$ cat config.mk
export PLATFORM = sky130hd
export DESIGN_NAME = demux6_skid_flat
export DESIGN_NICKNAME = d
export VERILOG_FILES = /design/src/rtl/demux6_skid_pkg.sv /design/src/rtl/demux6_skid_if.sv /design/src/rtl/demux6_skid_dec6_onehot.sv /design/src/rtl/demux6_skid.sv /design/src/flat_wrapper.sv
export SDC_FILE = /design/constraint.sdc
export NUM_CORES = 1
export LEC_CHECK = 0
export CAP_MARGIN = 20
export CORE_MARGIN = 2
export CORE_UTILIZATION = 53
export CTS_BUF_LIST = sky130_fd_sc_hd__clkbuf_8 sky130_fd_sc_hd__clkbuf_16
export DETAILED_ROUTE_END_ITERATION = 8
export PLACE_DENSITY = 0.95
export SYNTH_ARGS = -nofsm -noshare
export SYNTH_HDL_FRONTEND = slang
export SYNTH_SLANG_ARGS = --single-unit
$ cat constraint.sdc
create_clock -name clk -period 3 [get_ports clk]
set_input_delay 0.3 -clock clk [delete_from_list [all_inputs] [get_ports clk]]
set_output_delay 0.3 -clock clk [all_outputs]
set_load 0.01 [all_outputs]
$ cat src/rtl/demux6_skid_pkg.sv
// Shared types and helpers for the demux6_skid steering block.
//   num_ch       : number of consumer channels
//   chan_sel_t   : 3-bit destination select
//   skid_state_t : occupancy of the two-entry skid buffer
//   sel_remap()  : folds the unused selects 6/7 onto channel 0
package demux_pkg;

  localparam int unsigned NUM_CH = 6;

  typedef logic [2:0] chan_sel_t;

  typedef enum logic [1:0] {
    EMPTY,
    ONE,
    FULL
  } skid_state_t;

  // Selects 6 and 7 have no channel; route them where the 6:1 mux default arm would.
  function automatic chan_sel_t sel_remap(chan_sel_t sel);
    if (sel >= chan_sel_t'(NUM_CH)) begin
      return chan_sel_t'(0);
    end
    return sel;
  endfunction

  function automatic logic sel_is_bad(chan_sel_t sel);
    return (sel >= chan_sel_t'(NUM_CH));
  endfunction

endpackage

$ cat src/rtl/demux6_skid_if.sv
// Stream bundle between a producer, demux6_skid and its six consumers.
//   in_valid/in_ready/in_data/in_sel : producer-side handshake and beat
//   out_valid/out_ready/out_data     : per-channel valid/ready, shared payload
//   bad_sel                          : pulse after a beat with select 6/7 was taken
// modport slave  : the demux itself
// modport master : the surrounding producer/consumer logic
interface demux6_skid_if #(
  parameter int unsigned WIDTH = 32
);
  import demux_pkg::*;

  logic              in_valid;
  logic              in_ready;
  logic [WIDTH-1:0]  in_data;
  chan_sel_t         in_sel;
  logic [NUM_CH-1:0] out_valid;
  logic [NUM_CH-1:0] out_ready;
  logic [WIDTH-1:0]  out_data;
  logic              bad_sel;

  modport slave (
    input  in_valid,
    output in_ready,
    input  in_data,
    input  in_sel,
    output out_valid,
    input  out_ready,
    output out_data,
    output bad_sel
  );

  modport master (
    output in_valid,
    input  in_ready,
    output in_data,
    output in_sel,
    input  out_valid,
    output out_ready,
    input  out_data,
    input  bad_sel
  );

endinterface

$ cat src/rtl/demux6_skid_dec6_onehot.sv
// Combinational 3-to-6 one-hot decoder with enable.
//   en     : when low the output is all zeros
//   sel    : channel index; 6 and 7 decode to zero
//   onehot : one-hot channel vector
module dec6_onehot
  import demux_pkg::*;
(
  input  logic              en,
  input  chan_sel_t         sel,
  output logic [NUM_CH-1:0] onehot
);

  always_comb begin
    onehot = '0;
    if (en) begin
      case (sel)
        3'd0:    onehot = 6'b000001;
        3'd1:    onehot = 6'b000010;
        3'd2:    onehot = 6'b000100;
        3'd3:    onehot = 6'b001000;
        3'd4:    onehot = 6'b010000;
        3'd5:    onehot = 6'b100000;
        default: onehot = '0;
      endcase
    end
  end

endmodule

$ cat src/rtl/demux6_skid.sv
// Registered 1-to-6 steering block with a two-entry skid buffer.
//   clk   : rising-edge clock
//   reset : synchronous active-high reset
//   flush : synchronous flush; drops every buffered and in-flight beat
//   bus   : stream bundle (slave view): in_valid/in_ready/in_data/in_sel in,
//           out_valid[5:0]/out_ready[5:0]/out_data out, bad_sel pulse
// The main entry drives the outputs; the skid entry absorbs the beat accepted
// while the head is stalled, so in_ready can be a register.
module demux6_skid
  import demux_pkg::*;
#(
  parameter int unsigned WIDTH = 32
) (
  input  logic          clk,
  input  logic          reset,
  input  logic          flush,
  demux6_skid_if.slave  bus
);

  skid_state_t      state;
  logic [WIDTH-1:0] main_data;
  chan_sel_t        main_sel;
  logic             main_valid;
  logic [WIDTH-1:0] skid_data;
  chan_sel_t        skid_sel;
  logic             skid_valid;
  logic             in_ready_q;
  logic             bad_sel_q;

  logic              in_fire;
  logic              out_fire;
  logic [NUM_CH-1:0] main_onehot;
  chan_sel_t         in_sel_mapped;

  dec6_onehot u_dec (
    .en     (main_valid),
    .sel    (main_sel),
    .onehot (main_onehot)
  );

  assign in_sel_mapped = sel_remap(bus.in_sel);
  assign in_fire       = bus.in_valid & in_ready_q;
  // Only the selected channel's ready matters; the decoder masks the rest.
  assign out_fire      = |(main_onehot & bus.out_ready);

  always_ff @(posedge clk) begin
    if (reset) begin
      state      <= EMPTY;
      main_data  <= '0;
      main_sel   <= '0;
      main_valid <= 1'b0;
      skid_data  <= '0;
      skid_sel   <= '0;
      skid_valid <= 1'b0;
      in_ready_q <= 1'b1;
      bad_sel_q  <= 1'b0;
    end else if (flush) begin
      // Payload registers are left alone; valid bits alone make them dead.
      state      <= EMPTY;
      main_valid <= 1'b0;
      skid_valid <= 1'b0;
      in_ready_q <= 1'b1;
      bad_sel_q  <= 1'b0;
    end else begin
      bad_sel_q <= in_fire & sel_is_bad(bus.in_sel);
      case (state)
        EMPTY: begin
          if (in_fire) begin
            main_data  <= bus.in_data;
            main_sel   <= in_sel_mapped;
            main_valid <= 1'b1;
            state      <= ONE;
          end
        end
        ONE: begin
          if (in_fire && !out_fire) begin
            skid_data  <= bus.in_data;
            skid_sel   <= in_sel_mapped;
            skid_valid <= 1'b1;
            in_ready_q <= 1'b0;
            state      <= FULL;
          end else if (!in_fire && out_fire) begin
            main_valid <= 1'b0;
            state      <= EMPTY;
          end else if (in_fire && out_fire) begin
            main_data <= bus.in_data;
            main_sel  <= in_sel_mapped;
          end
        end
        FULL: begin
          // in_ready is low here, so no beat can arrive alongside the drain.
          if (out_fire) begin
            main_data  <= skid_data;
            main_sel   <= skid_sel;
            skid_valid <= 1'b0;
            in_ready_q <= 1'b1;
            state      <= ONE;
          end
        end
        default: begin
          main_valid <= 1'b0;
          skid_valid <= 1'b0;
          in_ready_q <= 1'b1;
          state      <= EMPTY;
        end
      endcase
    end
  end

  assign bus.in_ready  = in_ready_q;
  assign bus.out_valid = main_onehot;
  assign bus.out_data  = main_data;
  assign bus.bad_sel   = bad_sel_q;

endmodule
$ cat src/flat_wrapper.sv
// flat-port wrapper written by rule: the top's interface ports become plain ports
module demux6_skid_flat import demux_pkg::*;
#(
  parameter int unsigned WIDTH = 32
)
  (clk, reset, flush, bus_in_valid, bus_in_ready, bus_in_data, bus_in_sel, bus_out_valid, bus_out_ready, bus_out_data, bus_bad_sel);
  demux6_skid_if #(.WIDTH(WIDTH)) bus_i ();
  input  logic clk;
  input  logic reset;
  input  logic flush;
  input wire logic [$bits(bus_i.in_valid)-1:0] bus_in_valid;
  output wire logic [$bits(bus_i.in_ready)-1:0] bus_in_ready;
  input wire logic [$bits(bus_i.in_data)-1:0] bus_in_data;
  input wire logic [$bits(bus_i.in_sel)-1:0] bus_in_sel;
  output wire logic [$bits(bus_i.out_valid)-1:0] bus_out_valid;
  input wire logic [$bits(bus_i.out_ready)-1:0] bus_out_ready;
  output wire logic [$bits(bus_i.out_data)-1:0] bus_out_data;
  output wire logic [$bits(bus_i.bad_sel)-1:0] bus_bad_sel;
  assign bus_i.in_valid = bus_in_valid;
  assign bus_in_ready = bus_i.in_ready;
  assign bus_i.in_data = bus_in_data;
  assign bus_i.in_sel = bus_in_sel;
  assign bus_out_valid = bus_i.out_valid;
  assign bus_i.out_ready = bus_out_ready;
  assign bus_out_data = bus_i.out_data;
  assign bus_bad_sel = bus_i.bad_sel;
  demux6_skid #(.WIDTH(WIDTH)) u_core (.clk(clk), .reset(reset), .flush(flush), .bus(bus_i));
endmodule
==> run metrics <==
most common cell in the synthesized netlist=dfxtp_1; Hold Worst Slack=around 0.47 ns; worst slew pin tran=between 0.8 and 0.9 ns; width of the chip=approximately 86 um; area delta synth->final=27.0%; antenna violations before repair=0; P_sw=around 0.64 mW; Required @ worst endpoint=3.29 ns; final core area utilization=70.1%; core area=between 6000 and 7000 um^2; clock sinks=between 70 and 80; clock power share=between 30% and 40%; Post-CTS Hold Fix Bufs=0; Power Total=2.28 mW; Critical Path Fanout Max=20; combinational fraction of design power=between 20% and 30%; die height=between 80 and 90 um; Initial Utilization=a little under three fifths; DRC=0; largest net degree at the start of global routing=77; Congestion Overflow GR=0; CTS tree=done; fin nets=about 490; Pre-antenna DRT Iters=5; Iter 0 DRT Violations=around 370; maximum vdd drop=approximately 0.31 mV; Via density=around 6.9; WL final=about 10000 um; GR Util All Layers=27.3%; DP HPWL=6230 um; routability cong.=~0.85; multiplexer share of the synthesized area=between 2 and 3%; Yosys warning count=0; register area share after synthesis=between 40 and 50%; type of the worst setup path=reg2reg; share of cells above drive strength 1=a little under a tenth; CTS root buf=clkbuf_8; crit-path cells=mux2i_2, nor2_4, nor4_4, buf_4, o32a_1; Syn Area/Cell=roughly 9.0 um^2; Placed Instance Area=~4300 um^2; synth unique cells=between 40 and 50; Pleak=about 1.5 nW; routing usage on met1=a little over a third; clk buf depth=2; Antenna diodes=0; cell area after synthesis=between 3000 and 4000 um^2; synth cell count leaders=75 x dfxtp_1, 49 x nor2_1, 35 x o32a_1; Switching Share=between 20% and 30%; Yosys reg bits=75; first-pass GRT wire length=between 15000 and 20000 um; post-synthesis simple-gate area fraction=about 16%; Compound-Gate Fraction of Synth Area=between 30% and 40%; top cells by area, synth=dfxtp_1 43%, o32a_1 9.9%, o31ai_1 6.8%; Worst Hold Class=reg2reg; met2 usage=about 45%; CP max stage delay=roughly 0.76 ns; fin crit period=around 2.4 ns; Syn Nets=between 400 and 500; number of setup violations in the final report=0; clock latency on the worst-skew pair=0.35 ns; fraction of synthesized cell area in xor and xnor cells=0%; achievable frequency=0.411 GHz; post-synth top area cell=dfxtp_1; MaxCap Viol Count=0; die area=7320 um^2; RSZ-0062 raised after global routing=no; fin area=around 4500 um^2; vias in the first global route=approximately 3400; status=complete, no violations; Most used DFF post-synth=dfxtp_1; grt peak-use layer=met2; CP Launch Type=register; Power Internal=between 1.5 and 2 mW; CTS buffer count=9; post-synth top area share=a little over two fifths; sum of buffers and inverters on the critical path=1; Antenna Nets Post-Route=0; largest family of logic cells by synthesized area=compound AO/OA/AOI/OAI gates; worst-case clock skew=about 0.013 ns; Post-Route Setup TNS=0 ns; Worst path slowest cell=nor4_4; Final period util=81.2%; Gate Count Post-Synth=around 390; Worst-path clk slew=~0.07 ns; Port Buffers=84; routing usage on met3=around 6.3%; post-CTS setup buffers=0; EDFF count, synth=0; async set-or-reset flop fraction in the synthesized netlist=0%; Pins Over Slew Limit=0; Sequential Power Share=between 40% and 50%; via count=about 3600; Hold Fails Final Rpt=0; CTS H-Tree Depth=3; cts repair resizes=0; num rows=29; Ports=85; Power Density=roughly 510 nW/um^2; crit path DAT=roughly 2.7 ns; Post-Synth Adder-Cell Area=0%; Worst Setup End Kind=register; Rel. slew slack=between 40% and 50%; cell family with most CP delay=simple AND/OR/NAND/NOR gates; DR WL/cell=~19 um
-- cell families after synthesis --
logic type / after synthesis
DFF: 75
and+or+nand+nor: 108
buffers and inverters: 55
AOI/OAI and AO/OA: 148
muxes: 6
-- placed cells by master (no fill, tap or decap), drive strengths merged, types with 2 or more instances in the layout --
| cell | Yosys | layout |
|---|---|---|
| and2 | 2 | 2 |
| a21oi | 33 | 33 |
| nand4 | 32 | 32 |
| buf | 21 | 13 |
| nor3 | 2 | 2 |
| clkinv | 0 | 5 |
| mux2i | 3 | 3 |
| o22ai | 33 | 33 |
| a211oi | 4 | 4 |
| o21ai | 3 | 3 |
| inv | 3 | 4 |
| nand2b | 3 | 3 |
| dfxtp | 75 | 75 |
| mux2 | 3 | 3 |
| or2 | 2 | 2 |
| clkdlybuf4s50 | 0 | 83 |
| o32a | 35 | 35 |
| nor2b | 4 | 4 |
| clkbuf | 31 | 10 |
| nand3b | 3 | 3 |
| o31ai | 32 | 32 |
| nor2 | 49 | 49 |
| nand2 | 6 | 6 |
-- per-layer routing --
layer	wire (um)	up-vias
li1	-	1630
met1	4060	1753
met2	4900	221
met3	869	25
met4	184	0
met5	0	-
-- sequential cells by signal, summed over array words and instances, names as in the netlist --
register,count
u_core.bus.out_data,32
u_core.skid_data,32
u_core.main_sel,3
u_core.skid_sel,3
u_core.state,2
u_core.bus.bad_sel,1
u_core.bus.in_ready,1
u_core.main_valid,1
-- tightest hold or removal path, stage by stage (launching register included) --
cell and delay (ns):
dfxtp_1 0.32, o31ai_1 0.06, a21oi_1 0.06
-- metrics by stage --
stage | std cells | setup slack [ns]
3_5_place_dp | 513 | 0.566
4_1_cts | 529 | 0.591
5_1_grt | 529 | 0.399
3_3_place_gp | 513 | 0.636
2_1_floorplan | 392 | 1.24
6_report | 529 | 0.565
-- cell type report --
class / count / area [um^2]
inverters: 3 / 11.3
clock inverters: 6 / 32.5
well taps: 77 / 96.3
fillers: 484 / 1910
multi-input cells: 262 / 1770
flip-flops and latches: 75 / 1500
repair buffers: 96 / 926
clock buffers: 10 / 138
-- power by group through the flow --
stage | Clock (mW) | Combinational, mW | Sequential, mW
after floorplan | 0 | 0.229 | 1.15
final | 0.689 | 0.475 | 1.12
after global routing | 0.727 | 0.505 | 1.12
after global placement | 0 | 0.458 | 1.13
after CTS | 0.687 | 0.471 | 1.11
after detailed placement | 0 | 0.468 | 1.14
-- worst paths after layout --
| path | start | to | slack, ns | cells past startpoint |
|---|---|---|---|---|
| setup / recovery | u_core.main_sel[0] | u_core.bus.out_data[21] | 0.56 | 5 |
| hold / removal | u_core.skid_data[27] | u_core.skid_data[27] | 0.47 | 2 |
| setup reg to reg | u_core.main_sel[0] | u_core.bus.out_data[21] | 0.56 | 5 |
| hold reg to reg | u_core.skid_data[27] | u_core.skid_data[27] | 0.47 | 2 |
(Power assumes the default switching activity.)
